--- config.mk ---
export PLATFORM = sky130hd
export DESIGN_NAME = uart_rx_ctrl
export DESIGN_NICKNAME = d
export VERILOG_FILES = /design/src/rtl/uart_pkg.sv /design/src/rtl/sync_fifo.sv /design/src/rtl/uart_rx_ctrl.sv
export SDC_FILE = /design/constraint.sdc
export NUM_CORES = 1
export LEC_CHECK = 0
export ABC_CLOCK_PERIOD_IN_PS = 2800
export BUFFER_PORTS_ARGS = -buffer_cell sky130_fd_sc_hd__buf_2
export CORE_MARGIN = 2
export CORE_UTILIZATION = 25
export CTS_CLUSTER_SIZE = 16
export DETAILED_ROUTE_END_ITERATION = 16
export PLACE_DENSITY_LB_ADDON = 0.1
export SYNTH_ARGS = -nofsm -noshare
export SYNTH_HDL_FRONTEND = slang
export SYNTH_SLANG_ARGS = --single-unit
--- constraint.sdc ---
create_clock -name clk -period 2.8 [get_ports clk]
set_clock_uncertainty 0.05 [all_clocks]
set_input_delay 0.28 -clock clk [delete_from_list [all_inputs] [get_ports clk]]
set_output_delay 0.28 -clock clk [all_outputs]
set_load 0.02 [all_outputs]
--- src/rtl/uart_pkg.sv ---
// uart_pkg: shared constants for the UART receive controller.
//   - parity-mode encodings for the PARITY parameter
//   - receiver FSM state encoding
//   - bit positions inside the status word
//   - helper computing the expected parity bit
package uart_pkg;

  localparam int PAR_NONE = 0;
  localparam int PAR_EVEN = 1;
  localparam int PAR_ODD  = 2;

  typedef enum logic [2:0] {
    ST_IDLE  = 3'd0,
    ST_START = 3'd1,
    ST_DATA  = 3'd2,
    ST_PAR   = 3'd3,
    ST_STOP  = 3'd4
  } rx_state_t;

  localparam int STAT_NOT_EMPTY = 0;
  localparam int STAT_FULL      = 1;
  localparam int STAT_OVERRUN   = 2;
  localparam int STAT_FERR      = 3;
  localparam int STAT_PERR      = 4;
  localparam int STAT_COUNT_LSB = 8;
  localparam int STAT_COUNT_W   = 9;

  // data_xor is the XOR of all data bits; returns the parity bit a
  // well-formed frame carries in the given mode.
  function automatic logic parity_bit(input logic data_xor, input int mode);
    parity_bit = (mode == PAR_ODD) ? ~data_xor : data_xor;
  endfunction

endpackage

--- src/rtl/sync_fifo.sv ---
// sync_fifo: single-clock FIFO with occupancy count.
//   clk, rst        : clock, async active-high reset (pointers/count only)
//   i_push, i_wdata : write request and data (ignored when full unless
//                     a pop happens in the same cycle)
//   i_pop           : read request (ignored when empty)
//   o_rdata         : head entry, valid while not empty
//   o_full, o_empty : occupancy flags
//   o_count         : entries held, 0..DEPTH
module sync_fifo
  import uart_pkg::*;
#(
  parameter int WIDTH = 10,
  parameter int DEPTH = 16
) (
  input  logic                     clk,
  input  logic                     rst,
  input  logic                     i_push,
  input  logic [WIDTH-1:0]         i_wdata,
  input  logic                     i_pop,
  output logic [WIDTH-1:0]         o_rdata,
  output logic                     o_full,
  output logic                     o_empty,
  output logic [$clog2(DEPTH):0]   o_count
);
  localparam int AW = $clog2(DEPTH);

  logic [WIDTH-1:0] r_mem [DEPTH];
  logic [AW-1:0]    r_wptr;
  logic [AW-1:0]    r_rptr;
  logic [AW:0]      r_count;
  logic             w_do_push;
  logic             w_do_pop;

  assign o_full  = (r_count == (AW+1)'(DEPTH));
  assign o_empty = (r_count == '0);
  assign o_count = r_count;
  assign o_rdata = r_mem[r_rptr];

  // A full FIFO still accepts a push when the head leaves in the same cycle.
  assign w_do_pop  = i_pop && !o_empty;
  assign w_do_push = i_push && (!o_full || w_do_pop);

  always_ff @(posedge clk) begin
    if (w_do_push) r_mem[r_wptr] <= i_wdata;
  end

  // Pointers are exactly AW bits wide, so they wrap modulo DEPTH naturally.
  always_ff @(posedge clk or posedge rst) begin
    if (rst) begin
      r_wptr  <= '0;
      r_rptr  <= '0;
      r_count <= '0;
    end else begin
      if (w_do_push) r_wptr <= r_wptr + 1'b1;
      if (w_do_pop)  r_rptr <= r_rptr + 1'b1;
      case ({w_do_push, w_do_pop})
        2'b10:   r_count <= r_count + 1'b1;
        2'b01:   r_count <= r_count - 1'b1;
        default: r_count <= r_count;
      endcase
    end
  end

endmodule

--- src/rtl/uart_rx_ctrl.sv ---
// uart_rx_ctrl: UART receiver with receive FIFO and register read port.
//   clk, rst             : clock, async active-high reset
//   uart_rx_serial_input : asynchronous serial line, idles high
//   read_enable          : one-cycle read strobe
//   addr_sel             : 0 data register (pops), 1 status (clears sticky)
//   read_data            : combinational read bus, 0 when not reading
//   rx_irq               : registered FIFO-not-empty flag
//
// state   | meaning
// IDLE    | line idle, waiting for a low level
// START   | half-bit wait, confirm start bit at its centre
// DATA    | sampling DATA_BITS bits LSB first at bit centres
// PAR     | sampling the parity bit
// STOP    | sampling STOP_BITS stop bits, push frame after the last
module uart_rx_ctrl
  import uart_pkg::*;
#(
  parameter int BAUD_DIV   = 10416,
  parameter int DATA_BITS  = 8,
  parameter int PARITY     = 0,
  parameter int STOP_BITS  = 1,
  parameter int FIFO_DEPTH = 16
) (
  input  logic        clk,
  input  logic        rst,
  input  logic        uart_rx_serial_input,
  input  logic        read_enable,
  input  logic        addr_sel,
  output logic [31:0] read_data,
  output logic        rx_irq
);
  localparam int          AW        = $clog2(FIFO_DEPTH);
  localparam int          WIDTH     = DATA_BITS + 2;
  localparam logic [15:0] HALF_M1   = 16'(BAUD_DIV/2 - 1);
  localparam logic [15:0] BIT_M1    = 16'(BAUD_DIV - 1);
  localparam logic [3:0]  DATA_LAST = 4'(DATA_BITS - 1);
  localparam logic [3:0]  STOP_LAST = 4'(STOP_BITS - 1);

  logic                 r_sync1, r_sync2;
  rx_state_t            r_state, w_state_nxt;
  logic [15:0]          r_cnt;
  logic [3:0]           r_bit_cnt;
  logic [DATA_BITS-1:0] r_shift;
  logic                 r_perr, r_ferr;
  logic                 r_push;
  logic [WIDTH-1:0]     r_push_data;
  logic                 r_sticky_ovr, r_sticky_ferr, r_sticky_perr;
  logic                 r_irq;

  logic                 w_rx, w_tick, w_frame_done;
  logic                 w_pop, w_drop, w_status_rd;
  logic [WIDTH-1:0]     w_rdata;
  logic                 w_full, w_empty;
  logic [AW:0]          w_count;

  assign w_rx   = r_sync2;
  assign w_tick = (r_cnt == '0);

  always_ff @(posedge clk or posedge rst) begin
    if (rst) begin
      r_sync1 <= 1'b1;
      r_sync2 <= 1'b1;
    end else begin
      r_sync1 <= uart_rx_serial_input;
      r_sync2 <= r_sync1;
    end
  end

  always_ff @(posedge clk or posedge rst) begin
    if (rst) r_state <= ST_IDLE;
    else     r_state <= w_state_nxt;
  end

  always_comb begin
    w_state_nxt  = r_state;
    w_frame_done = 1'b0;
    case (r_state)
      ST_IDLE:  if (!w_rx) w_state_nxt = ST_START;
      ST_START: if (w_tick) w_state_nxt = w_rx ? ST_IDLE : ST_DATA;
      ST_DATA:  if (w_tick && r_bit_cnt == DATA_LAST)
                  w_state_nxt = (PARITY != PAR_NONE) ? ST_PAR : ST_STOP;
      ST_PAR:   if (w_tick) w_state_nxt = ST_STOP;
      ST_STOP:  if (w_tick && r_bit_cnt == STOP_LAST) begin
                  w_state_nxt  = ST_IDLE;
                  w_frame_done = 1'b1;
                end
      default:  w_state_nxt = ST_IDLE;
    endcase
  end

  // Bit timer is a down-counter: START loads a half bit, later states a full bit.
  always_ff @(posedge clk or posedge rst) begin
    if (rst) begin
      r_cnt     <= '0;
      r_bit_cnt <= '0;
      r_shift   <= '0;
      r_perr    <= 1'b0;
      r_ferr    <= 1'b0;
    end else begin
      case (r_state)
        ST_IDLE: begin
          r_cnt     <= HALF_M1;
          r_bit_cnt <= '0;
          r_perr    <= 1'b0;
          r_ferr    <= 1'b0;
        end
        ST_DATA: begin
          if (w_tick) begin
            r_cnt     <= BIT_M1;
            r_shift   <= {w_rx, r_shift[DATA_BITS-1:1]};
            r_bit_cnt <= (r_bit_cnt == DATA_LAST) ? 4'd0 : r_bit_cnt + 4'd1;
          end else r_cnt <= r_cnt - 16'd1;
        end
        ST_PAR: begin
          if (w_tick) begin
            r_cnt  <= BIT_M1;
            r_perr <= (w_rx != parity_bit(^r_shift, PARITY));
          end else r_cnt <= r_cnt - 16'd1;
        end
        ST_STOP: begin
          if (w_tick) begin
            r_cnt     <= BIT_M1;
            r_bit_cnt <= r_bit_cnt + 4'd1;
            if (!w_rx) r_ferr <= 1'b1;
          end else r_cnt <= r_cnt - 16'd1;
        end
        default: begin
          if (w_tick) r_cnt <= BIT_M1;
          else        r_cnt <= r_cnt - 16'd1;
        end
      endcase
    end
  end

  // The push is registered so the FIFO write lands one clock after the last
  // stop-bit sample; rx_irq follows a clock later.
  always_ff @(posedge clk or posedge rst) begin
    if (rst) begin
      r_push      <= 1'b0;
      r_push_data <= '0;
    end else begin
      r_push <= w_frame_done;
      if (w_frame_done) r_push_data <= {r_perr, r_ferr | ~w_rx, r_shift};
    end
  end

  assign w_pop       = read_enable && !addr_sel && !w_empty;
  assign w_status_rd = read_enable && addr_sel;
  assign w_drop      = r_push && w_full && !w_pop;

  sync_fifo #(.WIDTH(WIDTH), .DEPTH(FIFO_DEPTH)) u_fifo (
    .clk     (clk),
    .rst     (rst),
    .i_push  (r_push),
    .i_wdata (r_push_data),
    .i_pop   (w_pop),
    .o_rdata (w_rdata),
    .o_full  (w_full),
    .o_empty (w_empty),
    .o_count (w_count)
  );

  // Sticky flags: a new event in the clearing cycle wins over the clear.
  always_ff @(posedge clk or posedge rst) begin
    if (rst) begin
      r_sticky_ovr  <= 1'b0;
      r_sticky_ferr <= 1'b0;
      r_sticky_perr <= 1'b0;
      r_irq         <= 1'b0;
    end else begin
      r_sticky_ovr  <= w_drop | (r_sticky_ovr & ~w_status_rd);
      r_sticky_ferr <= (r_push & r_push_data[DATA_BITS]) | (r_sticky_ferr & ~w_status_rd);
      r_sticky_perr <= (r_push & r_push_data[DATA_BITS+1]) | (r_sticky_perr & ~w_status_rd);
      r_irq         <= ~w_empty;
    end
  end

  assign rx_irq = r_irq;

  always_comb begin
    read_data = '0;
    if (read_enable) begin
      if (addr_sel) begin
        read_data[STAT_NOT_EMPTY] = ~w_empty;
        read_data[STAT_FULL]      = w_full;
        read_data[STAT_OVERRUN]   = r_sticky_ovr;
        read_data[STAT_FERR]      = r_sticky_ferr;
        read_data[STAT_PERR]      = r_sticky_perr;
        read_data[STAT_COUNT_LSB +: STAT_COUNT_W] = STAT_COUNT_W'(w_count);
      end else if (w_empty) begin
        read_data = 32'hFFFF_FFFF;
      end else begin
        read_data[7:0] = 8'(w_rdata[DATA_BITS-1:0]);
        read_data[8]   = w_rdata[DATA_BITS];
        read_data[9]   = w_rdata[DATA_BITS+1];
      end
    end
  end

endmodule

* Word level (Yosys, flattened, before mapping)
Memories as Yosys holds them, arrays and structs flattened.
Cells that the tools add are included.
** Word-level totals
- Bits in writable memories :: 160
- Register bits after elaboration :: 63
- Memories :: 1
- Output and inout port bits :: 33
** Memory list
- u_fifo.r_mem :: words 16, width 10, read ports 1, clocked after Yosys merged registers in 0, write ports 1, line sync_fifo.sv:27 : logic [WIDTH-1:0] r_mem [DEPTH];
** Cells by class
- Reductions and logical operators :: 28
- Bitwise logic cells :: 12
- Add/subtract/negate cells :: 6
- Mux-type cells :: 30
- Eq/ne operators :: 17
** Operators with widths (number)
- $mux 16 :: 2
- $mux 32 :: 1
- $mux 22 :: 1
- $mux 3 :: 6
- $logic_not 16->1 :: 1
- $ne 2x2->1 const B :: 8
- $sub 16x1->16 const B :: 1
- $mux 15 :: 1
- $pmux 3 s5 :: 1
- $add 4x1->4 const B :: 3
- $mux 4 :: 3
- $pmux 4 s3 :: 1
- $mux 10 :: 1
- $pmux 5 s2 :: 1
- $logic_and 1x1->1 :: 9
- $mux 9 :: 1
- $reduce_xor 8->1 :: 1
- $mux 1 :: 7
- $eq 3x2->1 const B :: 2
- $reduce_and 3->1 :: 2
- $reduce_bool 2->1 :: 3
- $add 5x1->5 const B :: 1
- $and 1x1->1 :: 5
- $eq 5x5->1 const B :: 1
- 20 further kinds :: 30

* Logic depth before layout (Yosys ltp)
Gate-level depths: netlist of run 1.
- Depth after elaboration :: 8
- Gate-level depth with buffers :: 9
- Depth with buffers taken out :: 8

* Cells and area by module
Synthesis of run 1 repeated with hierarchy kept, for this count alone.
** Second synthesis, totals
- Cells, all modules :: 626
- Area total of the unflattened synthesis :: 9660.5 sq um
** Modules (own cells, without submodules)
- sync_fifo :: cells each 346, times used 1, area each 6935.4 sq um
- uart_rx_ctrl :: cells each 280, times used 1, area each 2725.1 sq um

* Least setup slack after synthesis of run 1
No wires, ideal clock.
- Path kind :: register to output
- From :: register u_fifo.r_count[2], in the netlist u_fifo.o_count[2]
- To :: output port read_data[14]
- Stages on the path, launching flop included :: 7
- Arrival :: 2388 ps
- Data required time :: 2470 ps
- Path slack :: 82 ps
- Path through :: dfrtp_1 clkbuf_1 or4_4 nor2_4 inv_2 nor2_1 buf_4
** On the way
- Cells in the longest elaborated chain, start to end :: 4
** Ends and longest elaborated chain
- start, declared :: line sync_fifo.sv:30 : logic [AW:0] r_count;
- start signal, assigned :: line sync_fifo.sv:57 : 2'b10: r_count <= r_count + 1'b1;
- start signal, assigned :: line sync_fifo.sv:58 : 2'b01: r_count <= r_count - 1'b1;
- start signal, assigned :: line sync_fifo.sv:59 : default: r_count <= r_count;
- $logic_not 5->1 :: line sync_fifo.sv:35 : assign o_empty = (r_count == '0);
- $mux 22 :: line uart_rx_ctrl.sv:190 : end else if (w_empty) begin
- $mux 9 :: line uart_rx_ctrl.sv:183 : if (addr_sel) begin
- $mux 32 :: line uart_rx_ctrl.sv:182 : if (read_enable) begin
- end, declared :: line uart_rx_ctrl.sv:29 : output logic [31:0] read_data,
Every way passes these cells.

* Final worst setup path of run 1
- From :: register u_fifo.r_rptr[0]
- To :: output port read_data[0]
** On the way
- Cells in the longest elaborated chain, start to end :: 4
** Ends and longest elaborated chain
- start, declared :: line sync_fifo.sv:29 : logic [AW-1:0] r_rptr;
- start signal, assigned :: line sync_fifo.sv:55 : if (w_do_pop) r_rptr <= r_rptr + 1'b1;
- $mem_v2 16x10
- $mux 10 :: line uart_rx_ctrl.sv:190
- $mux 5 :: line uart_rx_ctrl.sv:183
- $mux 32 :: line uart_rx_ctrl.sv:182
Every way passes these cells.

==> summary.txt, run 1 <==
Clocking
  • Clk_lat worst skew: 550 ps
  • CTS buffer count: 27
  • H-Tree Depth: 1
  • Clk Tree Root Cell: clkbuf_16
  • Clock Sinks: ~220
  • TritonCTS clock tree: built
  • Max Root-Sink Buffers: 3
  • Reg clk slew, reported paths: 60 ps

Placement
  • GP Congestion: 0.779
  • I/O Buffers: 37
  • Placed Area: ~0.010 mm2
  • DP HPWL: between 15000 and 20000 um

Critical path
  • Worst Path Max Fanout: 6
  • Worst path top cell family by delay: multiplexers
  • Worst path cell trace: buf_12 -> mux4_2 -> mux4_2 -> nor3_4 -> a211oi_2 -> buf_4
  • Worst EP required: 2470 ps
  • Stages on worst setup path: 6
  • Critical Path AT: 2530 ps
  • Type of destination of the critical path: output port
  • FF-to-FF Start: u_fifo.o_count[0]
  • Critical Path Slowest Stage Cell: mux4_2
  • Delay of the slowest cell on the worst path: approximately 540 ps
  • Most frequent CP cell: mux4_2
  • Startpoint Class: register
  • RR Endpoint: u_fifo.o_count[4]
  • Buf+Inv Stages, Crit Path: 2
  • Reg2reg setup slack: about 310 ps
  • WS Path Type: reg -> out
  • Register-to-Register Path Depth: 8

Finish
  • Layout cell share with drive strength beyond 1: 0.336
  • Post-route cell area: about 0.012 mm2
  • Most frequent cells in the layout: 160 x edfxtp_1, 56 x dfrtp_1, 50 x buf_4
  • Most common cell after layout, fill and taps aside: edfxtp_1
  • Fill count: 3728
  • Final Net Count: 682
  • # diodes: 0
  • Area Overhead vs Synth: 22.7%
  • Final Util: 0.312

Drt
  • Wire length per cell: around 19 um
  • DRC: 0
  • Pre-Repair DR Iteration Count: 4
  • DRT iter0 DRCs: approximately 250
  • Vias: around 5300
  • Total Routed Length: roughly 23000 um
  • Post-route ant nets: 0
  • DR vias/cell: between 4 and 5

Min path
  • Min-delay worst type: in -> reg
  • Worst Hold Depth: 3
  • Worst Min Path Start: read_enable
  • Hold EP: r_sticky_ovr

Synth
  • Seq cells post-synth: between 200 and 250
  • Post-synth EDFFs: 160
  • YS warnings: 0
  • Asr flop ratio synth: 0.283
  • Syn nets: 610
  • Cell variety after synth: between 50 and 60
  • Post-Syn Instances: 595
  • Mean Syn Cell Area: between 15 and 20 um2
  • Ys flop type: edfxtp_1
  • Post-synthesis sequential area ratio: 0.667
  • Mapped cell area: between 0.009 and 0.01 mm2

Floorplanning
  • Die W: approximately 200 um
  • Starting Density: 0.254
  • Die area: ~0.04 mm2
  • Top-Level Pins: 38
  • Num rows: 71
  • Die H: about 200 um
  • CORE AREA: 0.0377 mm2

Timing
  • Crit share post-route: 1.02
  • Setup TNS: -235 ps
  • Final setup fails: 6
  • Fmax: between 300 and 400 MHz
  • Slew @ Worst Pin: about 1100 ps
  • Final worst setup slack: -58.2 ps
  • Fin crit period: between 2000 and 3000 ps
  • Slew Viols, Final: 0
  • Slew headroom: 0.276
  • Final hold vios: 0
  • RSZ-0062 raised after global routing: true

Run
  • Max_cap viols: 0

Global route
  • Global-route wire length before repair: ~34000 um
  • Tot GR Track Use: 0.117
  • Largest net degree at the start of global routing: 35
  • Grt ovf: 0
  • Initial antenna violation count: 0
  • Vias in the first global route: approximately 5500

Run status
  • Failing checks: negative setup slack
  • Run status: finished, violations left

Power and ir drop
  • Total Power: roughly 7.5 mW
  • Maximum vdd drop: roughly 370 uV
  • Cell Pwr Density: between 600 and 700 mW/mm2
  • LEAKAGE: between 4 and 5 nW
synthesized netlist by cell type (2+ instances only):
master    count  area, um2
or3_1         5       31.3
nor4_1        3       18.8
and3_1        2       12.5
nand4_1       7       43.8
a21oi_1      21        105
mux4_2       41        923
nand2_1      30        113
ha_1         10        125
dfrtp_1      61       1530
nor4_4        2       42.5
nor3_1       14       70.1
o221ai_1      5       43.8
nand3_1       5       25.0
a31oi_1       9       56.3
xor2_1        7       61.3
mux2_4        7        105
inv_1        14       52.6
o21ai_0      17       85.1
nor2_1       33        124
a22o_1        4       35.0
buf_6         2       22.5
buf_4        22        165
dfstp_2       2       52.6
edfxtp_1    160       4800
xnor2_1      20        175
buf_1         4       15.0
mux2_2       18        203
a211o_1       4       35.0
o41ai_1       2       17.5
mux2i_1      10        100
o21a_1        2       15.0
clkbuf_1     15       56.3
nand2b_1      8       50.1
buf_2         4       20.0
tightest hold or removal path, stage by stage:
cell	delay [ps]
buf_2	90
buf_4	220
a21oi_1	90
state kept, by name, indices dropped and copies added (netlist names), 3 cells and up:
name,flops
r_bit_cnt,4
r_state,3
r_shift,8
u_fifo.r_rptr,4
r_cnt,16
u_fifo.r_mem,160
r_push_data,10
u_fifo.r_wptr,4
u_fifo.o_count,5
metal layers:
metal  routed length [um]  GRT usage
met5                    0          0
met4                  551     0.0392
met3                  871     0.0181
met2                10700      0.191
met1                10800      0.159
cells by family (layout without fill, tap and decap cells):
| logic type | Yosys count | in the layout | share of synthesized area |
|---|---|---|---|
| muxes | 77 | 77 | 0.140 |
| and+or+nand+nor | 121 | 121 | 0.0689 |
| xor gates and xnor gates | 27 | 27 | 0.0247 |
| adders and majority gates | 11 | 11 | 0.0141 |
| AOI/OAI and AO/OA | 73 | 73 | 0.0495 |
| DFF | 223 | 223 | 0.667 |
| buffers and inverters | 63 | 156 | 0.0354 |
repair_timing:
action,CTS,global route
cloned,0,1
hold buffers,2,0
gates resized for setup,23,23
endpoints found under the setup margin,10,10
buffers inserted,6,6
endpoints found under the hold margin,32,0
pin swaps,1,6
area by class of cell:
| type | count | area (um2) | share of cell area |
|---|---|---|---|
| multi-input cells | 309 | 3000 | 0.255 |
| clock buffers | 30 | 687 | 0.0585 |
| repair buffers | 90 | 702 | 0.0598 |
| flip-flops and latches | 223 | 6390 | 0.544 |
| well taps | 511 | 639 | 0.0544 |
| clock inverters | 20 | 270 | 0.0230 |
| inverters | 16 | 62.6 | 0.00533 |
where the power goes:
| part | total, mW | switching, mW | internal (mW) |
|---|---|---|---|
| logic | 0.198 | 0.115 | 0.0826 |
| registers | 3.51 | 0.00240 | 3.51 |
| clock network | 3.75 | 1.42 | 2.33 |
| total | 7.46 | 1.53 | 5.92 |
stage by stage:
| step | setup slack [ps] | cells | hold WS (ps) |
|---|---|---|---|
| 3_3_place_gp | 275 | 1135 | 301 |
| 2_1_floorplan | 81.6 | 595 | 234 |
| 6_report | -58.2 | 1199 | 135 |
| 3_5_place_dp | 287 | 1135 | 301 |
| 4_1_cts | -59.9 | 1193 | 52.2 |
| 5_1_grt | -137 | 1199 | 124 |
worst max-delay path by stage:
stage / startpoint / end / slack, ps
CTS: u_fifo.r_rptr[0] / read_data[0] / -60
finish: u_fifo.r_rptr[0] / read_data[0] / -60
floorplan: u_fifo.o_count[2] / read_data[14] / 80
global placement: u_fifo.o_count[1] / u_fifo.o_count[4] / 270
global route: u_fifo.r_rptr[0] / read_data[0] / -140
detailed placement: u_fifo.o_count[1] / u_fifo.o_count[4] / 290
No activity file was read; power rests on OpenSTA's default activity.
==> run 2, diff against run 1 <==
--- a/config.mk
+++ b/config.mk
@@ -9,6 +9,7 @@
 export BUFFER_PORTS_ARGS = -buffer_cell sky130_fd_sc_hd__buf_2
 export CORE_MARGIN = 2
 export CORE_UTILIZATION = 25
+export CTS_BUF_LIST = sky130_fd_sc_hd__clkbuf_8 sky130_fd_sc_hd__clkbuf_16
 export CTS_CLUSTER_SIZE = 16
 export DETAILED_ROUTE_END_ITERATION = 16
 export PLACE_DENSITY_LB_ADDON = 0.1
==> run 2 against run 1 <==
The run still ends with negative setup slack left; highest routed layer unchanged; final cell count unchanged; power down 0.17%; worst setup slack better by 1.4 ps; critical endpoint unchanged; maximum frequency about the same.
==> summary.txt, run 2 (same netlist as run 1, synthesis figures left out) <==
Clocking
  • Clock Sinks: 223 (unchanged)
  • TritonCTS clock tree: built (unchanged)
  • Clk_lat worst skew: 550 ps (about the same)
  • Reg clk slew, reported paths: 60 ps (about the same)
  • Max Root-Sink Buffers: 3 (unchanged)
  • Clk Tree Root Cell: clkbuf_16 (unchanged)
  • CTS buffer count: 27 (unchanged)
  • H-Tree Depth: 1 (unchanged)

Placement
  • DP HPWL: 15300 um (unchanged)
  • I/O Buffers: 37 (unchanged)
  • Placement Setup Slack: 287 ps (unchanged)
  • GP Congestion: 0.779 (unchanged)

Floorplanning
  • Starting Density: 0.254 (unchanged)
  • Die H: 200 um (unchanged)
  • Die W: 200 um (unchanged)
  • Die area: 0.0399 mm2 (unchanged)
  • CORE AREA: 0.0377 mm2 (unchanged)
  • Num rows: 71 (unchanged)
  • Top-Level Pins: 38 (unchanged)

Timing
  • Slew headroom: 0.276 (unchanged)
  • RSZ-0062 raised after global routing: true (unchanged)
  • Fin crit period: 2860 ps (about the same)
  • Crit share post-route: 1.02 (about the same)
  • Final worst setup slack: -56.9 ps (was -58.2 ps)
  • Final hold vios: 0 (unchanged)
  • Final setup fails: 6 (unchanged)
  • Slew @ Worst Pin: 1080 ps (about the same)
  • Setup TNS: -225 ps (was -235 ps)
  • Fmax: 350 MHz (about the same)
  • Slew Viols, Final: 0 (unchanged)

Drt
  • DRT iter0 DRCs: 254 (unchanged)
  • Vias: 5259 (was 5270)
  • Wire length per cell: 19.1 um (about the same)
  • Total Routed Length: 22900 um (about the same)
  • Post-route ant nets: 0 (unchanged)
  • DR vias/cell: 4.39 (was 4.40)
  • Pre-Repair DR Iteration Count: 4 (unchanged)
  • DRC: 0 (unchanged)

Finish
  • Most common cell after layout, fill and taps aside: edfxtp_1 (unchanged)
  • Area Overhead vs Synth: 22.7% (unchanged)
  • Final Net Count: 682 (unchanged)
  • # diodes: 0 (unchanged)
  • Layout cell share with drive strength beyond 1: 0.336 (unchanged)
  • Top Registers: u_fifo.r_mem x160, r_cnt x16, r_push_data x10 (unchanged)
  • Largest Register: u_fifo.r_mem (unchanged)
  • Max reg flops: 160 (unchanged)
  • Most frequent cells in the layout: 160 x edfxtp_1, 56 x dfrtp_1, 50 x buf_4 (unchanged)

Critical path
  • Critical Path AT: 2530 ps (about the same)
  • Worst Path Max Fanout: 6 (unchanged)
  • Type of destination of the critical path: output port (unchanged)
  • WS Path Type: reg -> out (unchanged)
  • Worst EP required: 2470 ps (about the same)
  • Startpoint Class: register (unchanged)

Min path
  • Min-delay worst type: in -> reg (unchanged)

Power and ir drop
  • LEAKAGE: 4.71 nW (was 4.69 nW)
  • Cell Pwr Density: 634 mW/mm2 (was 635 mW/mm2)
  • Maximum vdd drop: 368 uV (about the same)

Run status
  • Failing checks: negative setup slack (unchanged)
  • Run status: finished, violations left (unchanged)

Global route
  • Global-route wire length before repair: 34500 um (unchanged)
  • Largest net degree at the start of global routing: 35 (unchanged)
  • Grt ovf: 0 (unchanged)
  • Initial antenna violation count: 0 (unchanged)
  • Tot GR Track Use: 0.117 (unchanged)
  • Vias in the first global route: 5471 (unchanged)

Run
  • Max_cap viols: 0 (unchanged)
[run 2: changes by cell type in the layout (fill, tap and decap cells not counted), sizes merged]
cell	previous run	this run
clkbuf	31	28
inv	17	20
[run 2: repair_timing]
action                                  4_1_cts  5_1_grt
hold endpoints to repair                     32        0
buffers inserted                              6        6
hold buffers                                  2        0
cloned                                        0        1
gates resized for setup                      23       23
pin swaps                                     1        6
endpoints found under the setup margin       10       10
[run 2: report_power, final]
part / switching [mW] / total (mW) / internal (mW)
combinational: 0.115 / 0.197 / 0.0826
clock: 1.42 / 3.74 / 2.32
sequential: 0.00240 / 3.51 / 3.51
[run 2: metrics by stage]
step                 util  hold WS, ps  instances  area [um2]  total power, mW
finish              0.312          137       1199       11700             7.44
global route        0.312          124       1199       11700             7.70
CTS                 0.307         52.2       1193       11600             7.55
detailed placement  0.277          301       1135       10400             3.74
global placement    0.277          301       1135       10400             3.74
floorplan               -          234        595        9570             3.70
[run 2: area by class of cell]
cell class | instances | area (um2)
clock buffer | 27 | 676
fill | 3728 | 25900
tap | 511 | 639
timing repair buffer | 90 | 702
multi-input combinational | 309 | 3000
clock inverter | 23 | 282
sequential | 223 | 6390
inverter | 16 | 62.6
[run 2: path summary, 6_finish.rpt]
kind | startpoint | end | slack (ps) | cells past startpoint
min | read_enable | r_sticky_ovr | 140 | 3
min in group asynchronous | rst | r_bit_cnt[2] | 390 | 3
min reg2reg | r_sync1 | r_sync2 | 310 | 0
max | u_fifo.r_rptr[0] | read_data[0] | -60 | 6
max reg2reg | u_fifo.o_count[0] | u_fifo.o_count[4] | 310 | 8
max in group asynchronous | rst | u_fifo.r_rptr[0] | 1650 | 4
[run 2: worst max-delay path, stage by stage (launching register included)]
cell and delay [ps]:
dfrtp_2 400, buf_12 140, mux4_2 500, mux4_2 540
nor3_4 190, a211oi_2 50, buf_4 170
[run 2: routing by layer]
metal / vias to the layer above / track usage / share of wire
met4: 0 / 0.0392 / 0.024
met1: 2692 / 0.159 / 0.47
met2: 94 / 0.191 / 0.47
met3: 43 / 0.0181 / 0.037
met5: - / 0 / 0
li1: 2430 / - / -
